File: config.mk
export PLATFORM = sky130hd
export DESIGN_NAME = paicore_recv_merge_2c
export DESIGN_NICKNAME = d
export VERILOG_FILES = /design/src/rtl/paicore_recv_merge_2c.sv
export SDC_FILE = /design/constraint.sdc
export NUM_CORES = 1
export LEC_CHECK = 0
export ABC_AREA = 1
export CAP_MARGIN = 20
export CELL_PAD_IN_SITES_DETAIL_PLACEMENT = 0
export CELL_PAD_IN_SITES_GLOBAL_PLACEMENT = 1
export CORE_MARGIN = 4
export CORE_UTILIZATION = 32
export CTS_CLUSTER_DIAMETER = 120
export DETAILED_ROUTE_END_ITERATION = 7
export PLACE_DENSITY = 0.61
export RECOVER_POWER = 25
export SKIP_CTS_REPAIR_TIMING = 1
export SYNTH_ARGS = -nofsm -noshare
export SYNTH_HDL_FRONTEND = slang
export SYNTH_SLANG_ARGS = --single-unit
File: constraint.sdc
create_clock -name s_axis_aclk -period 3.5 [get_ports s_axis_aclk]
set_clock_uncertainty 0.2 [all_clocks]
set_input_delay 0.7 -clock s_axis_aclk [delete_from_list [all_inputs] [get_ports s_axis_aclk]]
set_output_delay 0.7 -clock s_axis_aclk [all_outputs]
set_load 0.02 [all_outputs]
File: src/rtl/paicore_recv_merge_2c.sv
// rtl/paicore_recv_merge_2c.sv - two-channel req/ack receiver packing 32-bit word pairs onto one round-robin AXI4-Stream master
module paicore_recv_merge_2c #(
  parameter int SYNC_STAGES  = 2,
  parameter int IDLE_TIMEOUT = 1024
) (
  input  logic        s_axis_aclk,
  input  logic        s_axis_aresetn,
  input  logic        rx_enable,
  input  logic [31:0] recv_len,
  output logic [31:0] data_cnt,
  output logic [31:0] tlast_cnt,
  input  logic        request_C0,
  input  logic [31:0] din_C0,
  output logic        acknowledge_C0,
  input  logic        request_C1,
  input  logic [31:0] din_C1,
  output logic        acknowledge_C1,
  input  logic        m_axis_tready,
  output logic [63:0] m_axis_tdata,
  output logic        m_axis_tlast,
  output logic        m_axis_tvalid,
  output logic        o_rx_done
);
  localparam int SS = (SYNC_STAGES < 2) ? 2 : SYNC_STAGES;
  localparam int TW = (IDLE_TIMEOUT > 1) ? $clog2(IDLE_TIMEOUT + 1) : 1;

  typedef enum logic {ST_IDLE = 1'b0, ST_ACK = 1'b1} ch_state_t;

  logic [1:0]  w_req;
  logic [31:0] w_din [2];
  logic [1:0]  w_pend;
  logic [63:0] w_pack [2];
  logic [1:0]  w_ack;
  logic [1:0]  w_grant;
  logic        w_load;
  logic        w_accept;
  logic [31:0] w_cnt_next;
  logic        w_last_new;

  logic        r_tvalid;
  logic [63:0] r_tdata;
  logic        r_tlast;
  logic        r_ptr;
  logic [31:0] r_beat_cnt;
  logic [31:0] r_data_cnt;
  logic [31:0] r_tlast_cnt;
  logic        r_done;

  assign w_req    = {request_C1, request_C0};
  assign w_din[0] = din_C0;
  assign w_din[1] = din_C1;

  for (genvar g = 0; g < 2; g++) begin : g_ch
    logic [SS-1:0] r_sync;
    ch_state_t     r_state;
    logic          r_ack;
    logic          r_half;
    logic          r_pend;
    logic [63:0]   r_pack;
    logic [TW-1:0] r_timer;
    logic          w_cap;

    // A full pack register withholds the ack, which stalls the sending core.
    assign w_cap    = (r_state == ST_IDLE) && r_sync[SS-1] && rx_enable && !r_pend;
    assign w_pend[g] = r_pend;
    assign w_pack[g] = r_pack;
    assign w_ack[g]  = r_ack;

    always_ff @(posedge s_axis_aclk or negedge s_axis_aresetn) begin
      if (!s_axis_aresetn) begin
        r_sync  <= '0;
        r_state <= ST_IDLE;
        r_ack   <= 1'b0;
        r_half  <= 1'b0;
        r_pend  <= 1'b0;
        r_pack  <= '0;
        r_timer <= '0;
      end else begin
        r_sync <= {r_sync[SS-2:0], w_req[g]};
        if (r_state == ST_IDLE) begin
          if (w_cap) begin
            r_state <= ST_ACK;
            r_ack   <= 1'b1;
          end
        end else if (!r_sync[SS-1]) begin
          r_state <= ST_IDLE;
          r_ack   <= 1'b0;
        end

        if (w_cap) begin
          r_timer <= '0;
          if (r_half) begin
            r_pack[63:32] <= w_din[g];
            r_pend        <= 1'b1;
          end else begin
            r_pack[31:0] <= w_din[g];
            r_half       <= 1'b1;
          end
        end else if (w_grant[g]) begin
          r_pend  <= 1'b0;
          r_half  <= 1'b0;
          r_timer <= '0;
        end else if (r_half && !r_pend && (IDLE_TIMEOUT != 0)) begin
          if (r_timer == TW'(IDLE_TIMEOUT - 1)) begin
            r_pack[63:32] <= '0;
            r_pend        <= 1'b1;
            r_timer       <= '0;
          end else begin
            r_timer <= r_timer + TW'(1);
          end
        end
      end
    end
  end

  assign w_load   = !r_tvalid || m_axis_tready;
  assign w_accept = r_tvalid && m_axis_tready;

  always_comb begin
    w_grant = 2'b00;
    if (w_load) begin
      if (w_pend == 2'b11) w_grant = r_ptr ? 2'b10 : 2'b01;
      else                 w_grant = w_pend;
    end
  end

  // Frame position as it will stand after this edge's handshake, so a beat
  // loaded while its predecessor is being accepted gets the right tlast.
  assign w_cnt_next = w_accept ? (r_tlast ? 32'd0 : r_beat_cnt + 32'd1) : r_beat_cnt;
  assign w_last_new = (recv_len != 32'd0) && ((w_cnt_next + 32'd1) == recv_len);

  always_ff @(posedge s_axis_aclk or negedge s_axis_aresetn) begin
    if (!s_axis_aresetn) begin
      r_tvalid    <= 1'b0;
      r_tdata     <= '0;
      r_tlast     <= 1'b0;
      r_ptr       <= 1'b0;
      r_beat_cnt  <= '0;
      r_data_cnt  <= '0;
      r_tlast_cnt <= '0;
      r_done      <= 1'b0;
    end else begin
      r_done     <= w_accept && r_tlast;
      r_beat_cnt <= w_cnt_next;
      if (w_accept) begin
        r_data_cnt <= r_data_cnt + 32'd1;
        if (r_tlast) r_tlast_cnt <= r_tlast_cnt + 32'd1;
      end
      if (w_load) begin
        r_tvalid <= |w_grant;
        r_tlast  <= (|w_grant) && w_last_new;
        if (|w_grant) begin
          r_tdata <= w_grant[1] ? w_pack[1] : w_pack[0];
          r_ptr   <= w_grant[0];
        end
      end
    end
  end

  assign acknowledge_C0 = w_ack[0];
  assign acknowledge_C1 = w_ack[1];
  assign m_axis_tvalid  = r_tvalid;
  assign m_axis_tdata   = r_tdata;
  assign m_axis_tlast   = r_tlast;
  assign data_cnt       = r_data_cnt;
  assign tlast_cnt      = r_tlast_cnt;
  assign o_rx_done      = r_done;
endmodule

; ---- Word level (Yosys, flattened, before mapping)
; Cells that the tools add are included.
[totals]
ff_bits = 326
in_bits = 102
output_inout_bits = 133
word_cells = 134
[classes]
add_sub_neg = 6
eq_ne = 10
reduce_logical = 40
mux = 50
bitwise_logic = 4
[op_table]
columns = operator, n
row1 = $mux 32, 12
row2 = $add 32x1->32 const B, 4
row3 = $mux 11, 8
row4 = $mux 64, 1
row5 = $eq 32x32->1, 1
row6 = $reduce_bool 32->1, 1
row7 = $mux 1, 26
row8 = $add 11x1->11 const B, 2
row9 = $eq 11x10->1 const B, 2
row10 = $reduce_bool 2->1, 8
row11 = $logic_and 1x1->1, 12
row12 = $reduce_and 2->1, 6
row13 = $reduce_bool 3->1, 4
row14 = $ne 2x2->1 const B, 4
row15 = $reduce_and 4->1, 2
row16 = $mux 2, 3
row17 = $reduce_and 3->1, 2
row18 = $ne 2x1->1 const B, 2
row19 = $not 1->1, 4
row20 = $logic_not 1->1, 3
row21 = $eq 2x2->1 const B, 1
row22 = $reduce_or 2->1, 1
row23 = $logic_or 1x1->1, 1

; ---- Longest topological paths before layout
; Gate-level depths: netlist (run 1).
[depth]
ltp_word = 7
mapped_depth = 22
mapped_depth_nobuf = 21

; ---- Least setup slack after synthesis (run 1)
; No wires, ideal clock.
[synth_path]
kind = input port to flip-flop
from = in m_axis_tready
to = reg r_tlast (netlist: m_axis_tlast)
path_buffers = 1
setup_time_ns = 0.066
arrival_time_ns = 2.558
slack_ns = 0.676
cell_stages = 20
t_required_ns = 3.234
cell_sequence = nand2_2 inv_4 buf_12 nand2_2 nand2_4 ha_1 nand2_1 nor2_1 nand2_1 nor2_2 nand2_2 nor2_4 nand2_1 nand2_1 nand2_1 nor2_1 nand2_1 nor3_1 nand2_1 nand2_1
[synth_between]
elab_chain_cells = 6
word_cells_on_any_way = 9
cone_classes = add/sub (1) / eq/ne (1) / mux (2) / reduce/logical (5)
[synth_lines]
columns = item, line
row1 = "start, declared", 18  ; input logic m_axis_tready,
row2 = $logic_and 1x1->1, 117  ; assign w_accept = r_tvalid && m_axis_tready;
row3 = $mux 32, 129  ; assign w_cnt_next = w_accept ? (r_tlast ? 32'd0 : r_beat_cnt + 32'd1) : r_beat_cnt;
row4 = named net w_cnt_next[0], 37  ; logic [31:0] w_cnt_next;
row5 = $add 32x1->32, 130  ; assign w_last_new = (recv_len != 32'd0) && ((w_cnt_next + 32'd1) == recv_len);
row6 = $eq 32x32->1, 130
row7 = $logic_and 1x1->1, 130
row8 = $logic_and 1x1->1, 151  ; r_tlast <= (|w_grant) && w_last_new;
row9 = "end signal, assigned", 151
row10 = "end, declared", 42  ; logic r_tlast;
; The timed path passes the listed nets, and every way through them passes these cells.
; A chain may end at the register's enable or synchronous reset.

; ---- Worst setup path after layout (run 1)
[layout_path]
from = in m_axis_tready
to = reg r_tlast (netlist: m_axis_tlast)
[layout_between]
elab_chain_cells = 6
word_cells_on_any_way = 9
cone_classes = add/sub (1) / eq/ne (1) / mux (2) / reduce/logical (5)
[layout_lines]
columns = item, line
row1 = $logic_and 1x1->1, 117
row2 = $mux 32, 129
row3 = $add 32x1->32, 130
row4 = $eq 32x32->1, 130
row5 = $logic_and 1x1->1, 130
row6 = $logic_and 1x1->1, 151
; Parallel ways exist; a longest one is shown, timed or not.

==> results of run 1 <==
-- cells by family after synthesis --
kind of cell | Yosys count | synth area share [%]
XOR/XNOR | 85 | 4.502
buffers and inverters | 258 | 6.287
flip-flops | 326 | 49.33
AO/OA/AOI/OAI | 239 | 7.415
adder cells (fa/ha/maj) | 7 | 0.5296
multiplexers | 33 | 2.240
AND/OR/NAND/NOR | 1055 | 29.70
-- worst max path at each step --
stage | startpoint | end
2_1_floorplan | m_axis_tready | m_axis_tlast
3_3_place_gp | m_axis_tready | m_axis_tlast
3_5_place_dp | m_axis_tready | m_axis_tlast
4_1_cts | m_axis_tready | m_axis_tlast
5_1_grt | m_axis_tready | m_axis_tlast
6_report | m_axis_tready | m_axis_tlast
-- through the flow --
| stage | hold slack, ns | TNS [ns] |
|---|---|---|
| 3_5_place_dp | 0.1347 | -1.839 |
| 6_report | 0.1472 | 0 |
| 5_1_grt | 0.1603 | 0 |
| 4_1_cts | -0.05743 | 0 |
| 2_1_floorplan | 0.1312 | 0 |
| 3_3_place_gp | 0.1351 | -1.562 |
-- routing by layer --
layer  GRT usage (%)  vias up  share of wire (%)
met2           31.07      298                 47
met3           3.866       69                5.1
met1           25.32     6837                 46
met4           4.040       12                1.8
li1                -     7145                  -
met5               0        -               0.15
-- cell usage in the layout (no fill, tap or decap), types with 62 or more instances in the layout --
cell               n
nand2_1          539
dfrtp_1          326
buf_4            117
nor2_1           189
xor2_1            62
a21oi_1           81
inv_1            183
o21ai_0          147
clkdlybuf4s50_1  230
nand3_1          135
-- registers in the layout (all words and copies together), names as in the netlist, 4 cells and up --
register and cells:
g_ch.r_pack 128, m_axis_tdata 64, data_cnt 32, r_beat_cnt 32, tlast_cnt 32, g_ch.r_timer 22, g_ch.r_sync 4
-- Yosys cell counts, types with 2 or more instances --
library cell and count:
nor2_1 191, nor3_1 34, nor3b_1 5, o21bai_1 6, nor2_2 18, nor4_1 6, mux2_2 32, nand2_2 17
nand4_2 5, buf_4 2, xnor2_1 23, xor2_1 62, nand2_1 541, buf_6 4, ha_1 7, nand3_1 137
inv_2 4, nor2_4 27, nand4_1 34, nand3_2 14, buf_2 3, o21ai_0 147, nor3_2 4, nand3_4 4
clkbuf_1 49, inv_1 184, nand3b_1 8, a21oi_1 81, dfrtp_1 326, nand2_4 2, buf_1 7, clkinv_1 2
-- power by group through the flow --
stage	clock network (W)	logic [W]	registers, W
3_5_place_dp	0	0.00649	0.00588
6_report	0.00431	0.00639	0.00583
2_1_floorplan	0	0.00331	0.00619
4_1_cts	0.00447	0.00651	0.00584
3_3_place_gp	0	0.00646	0.00587
5_1_grt	0.00458	0.00714	0.00600
-- final cells by class --
cell class	count	area [um2]	share of cell area [%]
clock inverters	11	145.1	0.6617
multi-input cells	1419	7360	33.55
well taps	680	850.8	3.879
clock buffers	62	1235	5.630
flip-flops and latches	326	8158	37.19
inverters	191	719.4	3.280
diodes	1	2.502	0.01141
repair buffers	366	3465	15.79
==> metrics.yaml, run 1 <==
placement:
  dp_hpwl_mm: 37.74
  gp_congestion: 0.8461
  postPlaceCellArea_um2: 20570
  placedCellCount: 2980
  dp_slack_ns: -0.2849
  port_buffers: 234
global_routing:
  antenna_found_initial: 7
  grt.total_usage_pct: 18.67
  grt_max_degree: 71
  grt_pass1_vias: 14440
  grt_first_pass_wirelength_mm: 83.03
  gr-total-overflow: 0
worst_setup_path:
  crit_family: "simple AND/OR/NAND/NOR gates"
  required_ns: 3.77
  setup.worst_path.class: "in2reg"
  ff2ff_path_depth: 18
  cp_num_buf_inv: 2
  crit_path_cell_trace: "clkdlybuf4s50_1, nand2_2, buf_12, nor2_4, nand2_1, nand2_1, nand3_1, nor2_1, nand3_4, nor2_4, nand2_2, nor2_4, nand3_1, nand2_1, nand2_1, nor2_1, nand2_1, nor2_1, nand2_1, nand2_1"
  r2r_setup_slack_ns: 0.43
  rr_endpoint: "m_axis_tlast"
  path_depth: 20
  cpMaxStageDelayCell: "clkdlybuf4s50_1"
  crit_path_max_fanout: 7
  max_stage_delay_ns: 0.55
  arrival_ns: 3.46
  worstSetupStartpointType: "primary input"
  crit_path_end_kind: "flip-flop"
  crit_top_cell: "nand2_1"
  r2r-start: "r_beat_cnt[0]"
timing:
  hold_viol_final: 0
  fmax_ghz: 0.3133
  finalSetupViolCount: 0
  maxSlewHeadroom_pct: -43.93
  rsz0062_at_grt: "false"
  final-max-slew-violation-count: 68
  tightest_slew_ns: 2.159
  setup_slack_ns: 0.3077
  timing.final.crit_share_pct: 91.21
  period_minus_slack_ns: 3.192
synthesis:
  syn_area_um2: 16540
  ys_async_sr_fraction_pct: 100.0
  yosysWarnings: 0
  syn_inst: 2003
  synth_ff_type: "dfrtp_1"
  syn_nets: 2112
  yosysTopAreaCellShare_pct: 49.33
  synth_edf_count: 0
  yosysTopAreaCell: "dfrtp_1"
  ys_seq_area_share_pct: 49.33
  ys_types: 49
  yosys-top-cells-area: "dfrtp_1 (49%), nand2_1 (12%), o21ai_0 (4.4%)"
  ys_ff_latch: 326
  avgSynthCellArea_um2: 8.256
floorplan:
  initial_utilization_pct: 32.30
  core_area_um2: 51200
  die_w_um: 235.3
  rows: 83
  io_pins: 235
  die_y_um: 235.3
  dieArea_um2: 55380
layout:
  utilization_pct: 42.84
  n_fill_cell: 5178
  stdcell_count: 3056
  drive_gt1_share_pct: 14.27
  design_area_um2: 21930
  nets: 2453
  area_delta_synth_final_pct: 32.64
drt:
  drtIter0Drc: 632
  via_count: 14360
  wl_mm: 52.60
  wl_per_cell_um: 17.21
  dr.pass1.iters: 5
  via_per_inst: 4.699
  final_antenna_net_count: 0
  drc: 0
power_and_ir_drop:
  peakVddDrop_mv: 0.4276
  powerDensity_nw_per_um2: 753.6
  p_leak_nw: 10.41
  pwr-share-seq_pct: 35.3
  finalPower_w: 0.01653
  p_comb_share_pct: 38.7
  swShare_pct: 38.29
  internal_power_w: 0.01020
  pwr-share-clk_pct: 26.0
  switchingPower_w: 0.006330
worst_hold_path:
  min_from: "g_ch[1].r_sync[0]"
  whs_path_depth: 0
  hp-class: "reg2reg"
  holdPathEnd: "g_ch[1].r_sync[1]"
clocking:
  htreeDepth: 2
  numCtsBuffers: 40
  clock-sinks: 326
  max-clock-path-buffers: 3
  cts_tree: "done"
  clk_latency_ns: 0.55
  cts.reportedPaths.clkPinSlew_ns: 0.06
  cts-root-buf: "clkbuf_16"
status:
  violations: "capacitance limit, slew limit"
  outcome: "finished, violations left"
flow_run:
  cap_violations: 1
Note: power is estimated with default switching activity, not from simulation.
==> run 2: changes to the inputs <==
--- a/config.mk
+++ b/config.mk
@@ -19,3 +19,4 @@
 export SYNTH_ARGS = -nofsm -noshare
 export SYNTH_HDL_FRONTEND = slang
 export SYNTH_SLANG_ARGS = --single-unit
+export TNS_END_PERCENT = 1
==> results of run 2 <==
Final layout, timing and power as in run 1 (identical DEF).
==> run 3: changes to the inputs <==
--- a/config.mk
+++ b/config.mk
@@ -9,7 +9,6 @@
 export CAP_MARGIN = 20
 export CELL_PAD_IN_SITES_DETAIL_PLACEMENT = 0
 export CELL_PAD_IN_SITES_GLOBAL_PLACEMENT = 1
-export CORE_MARGIN = 4
 export CORE_UTILIZATION = 32
 export CTS_CLUSTER_DIAMETER = 120
 export DETAILED_ROUTE_END_ITERATION = 7
==> run 3 against run 2 <==
  * The flow still finishes with violations (capacitance limit, slew limit)
  * Setup slack worse by 0.047 ns
  * Via count is 0.14% lower
  * Global-route usage is 1.2 points higher
  * Final cell count is 0.75% lower
  * Sequential share of layout area is 0.47 points higher
  * Sequential power hardly changed
  * Critical path depth is 1 lower
  * Clock power is 12% lower
  * Register-to-register slack hardly changed
  * Non-clock buffer count is 4 lower
  * Core utilization hardly changed
  * Critical endpoint unchanged
==> metrics.yaml, run 3 (synthesis gave the netlist of run 1 again) <==
clocking:
  max-clock-path-buffers: 3  # unchanged
  htreeDepth: 2  # unchanged
  cts.reportedPaths.clkPinSlew_ns: 0.06  # about the same
  cts_tree: "done"  # unchanged
  numCtsBuffers: 39  # was 40
  cts-root-buf: "clkbuf_16"  # unchanged
  clock-sinks: 326  # unchanged
  clk_latency_ns: 0.55  # about the same
global_routing:
  grt.total_usage_pct: 19.91  # was 18.67%
  grt_pass1_vias: 14430  # was 14440
  gr-total-overflow: 0  # unchanged
  grt_max_degree: 75  # was 71
  antenna_found_initial: 6  # was 7
  grt_first_pass_wirelength_mm: 82.32  # was 83.03 mm
drt:
  final_antenna_net_count: 0  # unchanged
  drtIter0Drc: 740  # was 632
  dr.pass1.iters: 7  # was 5
  wl_mm: 52.04  # was 52.60 mm
  via_count: 14340  # was 14360
  drc: 0  # unchanged
  wl_per_cell_um: 17.16  # was 17.21 um
  via_per_inst: 4.728  # was 4.699
floorplan:
  io_pins: 235  # unchanged
  initial_utilization_pct: 32.69  # was 32.30%
  rows: 82  # was 83
  dieArea_um2: 52590  # was 55380 um2
  die_w_um: 229.3  # was 235.3 um
  core_area_um2: 50580  # was 51200 um2
  die_y_um: 229.3  # was 235.3 um
worst_setup_path:
  rr_endpoint: "m_axis_tlast"  # unchanged
  cp_num_buf_inv: 3  # was 2
  crit_path_end_kind: "flip-flop"  # unchanged
  crit_top_cell: "nand2_1"  # unchanged
  arrival_ns: 3.53  # was 3.46 ns
  crit_path_cell_trace: "clkdlybuf4s50_1, nand2_2, inv_6, nand2_4, buf_4, nand3_1, nor2_1, nand2_1, nor2_2, nand2_1, nor2_1, nand2_1, nand2_1, nand2_1, nand2_1, nand2_1, nor3_1, nand2_1, nand2_1"  # was clkdlybuf4s50_1, nand2_2, buf_12, nor2_4, nand2_1, nand2_1, nand3_1, nor2_1, nand3_4, nor2_4, nand2_2, nor2_4, nand3_1, nand2_1, nand2_1, nor2_1, nand2_1, nor2_1, nand2_1, nand2_1
  ff2ff_path_depth: 18  # unchanged
  crit_path_max_fanout: 12  # was 7
  setup.worst_path.class: "in2reg"  # unchanged
  cpMaxStageDelayCell: "clkdlybuf4s50_1"  # unchanged
  required_ns: 3.79  # was 3.77 ns
  crit_family: "simple AND/OR/NAND/NOR gates"  # unchanged
  r2r_setup_slack_ns: 0.42  # was 0.43 ns
  r2r-start: "r_beat_cnt[0]"  # unchanged
  path_depth: 19  # was 20
  worstSetupStartpointType: "primary input"  # unchanged
  max_stage_delay_ns: 0.52  # was 0.55 ns
timing:
  setup_slack_ns: 0.2611  # was 0.3077 ns
  maxSlewHeadroom_pct: -58.03  # was -43.93%
  fmax_ghz: 0.3088  # was 0.3133 GHz
  tightest_slew_ns: 2.371  # was 2.159 ns
  final-max-slew-violation-count: 69  # was 68
  finalSetupViolCount: 0  # unchanged
  period_minus_slack_ns: 3.239  # was 3.192 ns
  timing.final.crit_share_pct: 92.54  # was 91.21%
  hold_viol_final: 0  # unchanged
  rsz0062_at_grt: "false"  # unchanged
worst_hold_path:
  holdPathEnd: "g_ch[0].r_sync[1]"  # was g_ch[1].r_sync[1]
  min_from: "g_ch[0].r_sync[0]"  # was g_ch[1].r_sync[0]
  whs_path_depth: 0  # unchanged
  hp-class: "reg2reg"  # unchanged
layout:
  area_delta_synth_final_pct: 30.98  # was 32.64%
  nets: 2448  # was 2453
  drive_gt1_share_pct: 13.73  # was 14.27%
  largest_register: "g_ch.r_pack"  # unchanged
  final_cell_mix: "nand2_1 (539), dfrtp_1 (326), clkdlybuf4s50_1 (230), nor2_1 (189), inv_1 (183)"  # unchanged
  design_area_um2: 21660  # was 21930 um2
  layout_commonest_cell: "nand2_1"  # unchanged
  largest_register_ff_count: 128  # unchanged
power_and_ir_drop:
  powerDensity_nw_per_um2: 737.6  # was 753.6 nW/um2
  p_leak_nw: 10.27  # was 10.41 nW
  peakVddDrop_mv: 0.4432  # was 0.4276 mV
  finalPower_w: 0.01598  # was 0.01653 W
placement:
  gp_congestion: 0.8829  # was 0.8461
  port_buffers: 234  # unchanged
  dp_hpwl_mm: 37.40  # was 37.74 mm
  postPlaceCellArea_um2: 20520  # was 20570 um2
  dp_slack_ns: -0.3040  # was -0.2849 ns
flow_run:
  cap_violations: 1  # unchanged
status:
  outcome: "finished, violations left"  # unchanged
  violations: "capacitance limit, slew limit"  # unchanged
run 3: cell type report:
type | count | area (um2)
repair buffers | 362 | 3431
multi-input cells | 1419 | 7365
flip-flops and latches | 326 | 8158
diodes | 1 | 2.502
inverters | 191 | 721.9
well taps | 672 | 840.8
clock inverters | 9 | 63.81
fillers | 5102 | 28920
clock buffers | 53 | 1079
run 3: through the flow:
stage	TNS [ns]	std cells	hold slack (ns)	utilization (%)
after floorplan	0	2003	0.1312	-
after global placement	-1.824	2969	0.1391	40.57
after detailed placement	-2.174	2969	0.1362	40.57
after CTS	0	3031	-0.06154	42.83
after global routing	0	3032	0.1503	42.82
final	0	3033	0.1451	42.82
run 3: worst register-to-register path: stages (launching register included):
cell and delay (ns):
dfrtp_1 0.46, ha_1 0.26, inv_1 0.09, nor2_4 0.22
nand3_4 0.15, o21bai_1 0.15, nand3_1 0.19, inv_1 0.14
nand2_1 0.18, buf_4 0.19, nor2_1 0.13, nand2_1 0.07
nand2_1 0.08, nand2_1 0.05, nand2_1 0.05, nand2_1 0.06
nor3_1 0.21, nand2_1 0.07, nand2_1 0.05
run 3: metal layers:
| metal | part of all wire (%) | up-vias | global-route usage, % | wire length [um] |
|---|---|---|---|---|
| li1 | - | 7105 | - | - |
| met1 | 45 | 6859 | 26.09 | 23530 |
| met2 | 48 | 290 | 33.41 | 24880 |
| met3 | 4.7 | 77 | 3.835 | 2433 |
| met4 | 2.2 | 10 | 5.438 | 1135 |
| met5 | 0.13 | - | 0 | 70 |
run 3: how the worst max path moves through the flow:
stage	start	end	slack, ns
final	m_axis_tready	m_axis_tlast	0.26
after global routing	m_axis_tready	m_axis_tlast	0.001
after CTS	m_axis_tready	m_axis_tlast	0.29
after detailed placement	m_axis_tready	m_axis_tlast	-0.30
after global placement	m_axis_tready	m_axis_tlast	-0.26
after floorplan	m_axis_tready	m_axis_tlast	0.68
run 3: power breakdown:
part,internal (W),total (W),switching [W]
clock,0.00215,0.00379,0.00164
sequential,0.00504,0.00586,0.000818
combinational,0.00247,0.00633,0.00386
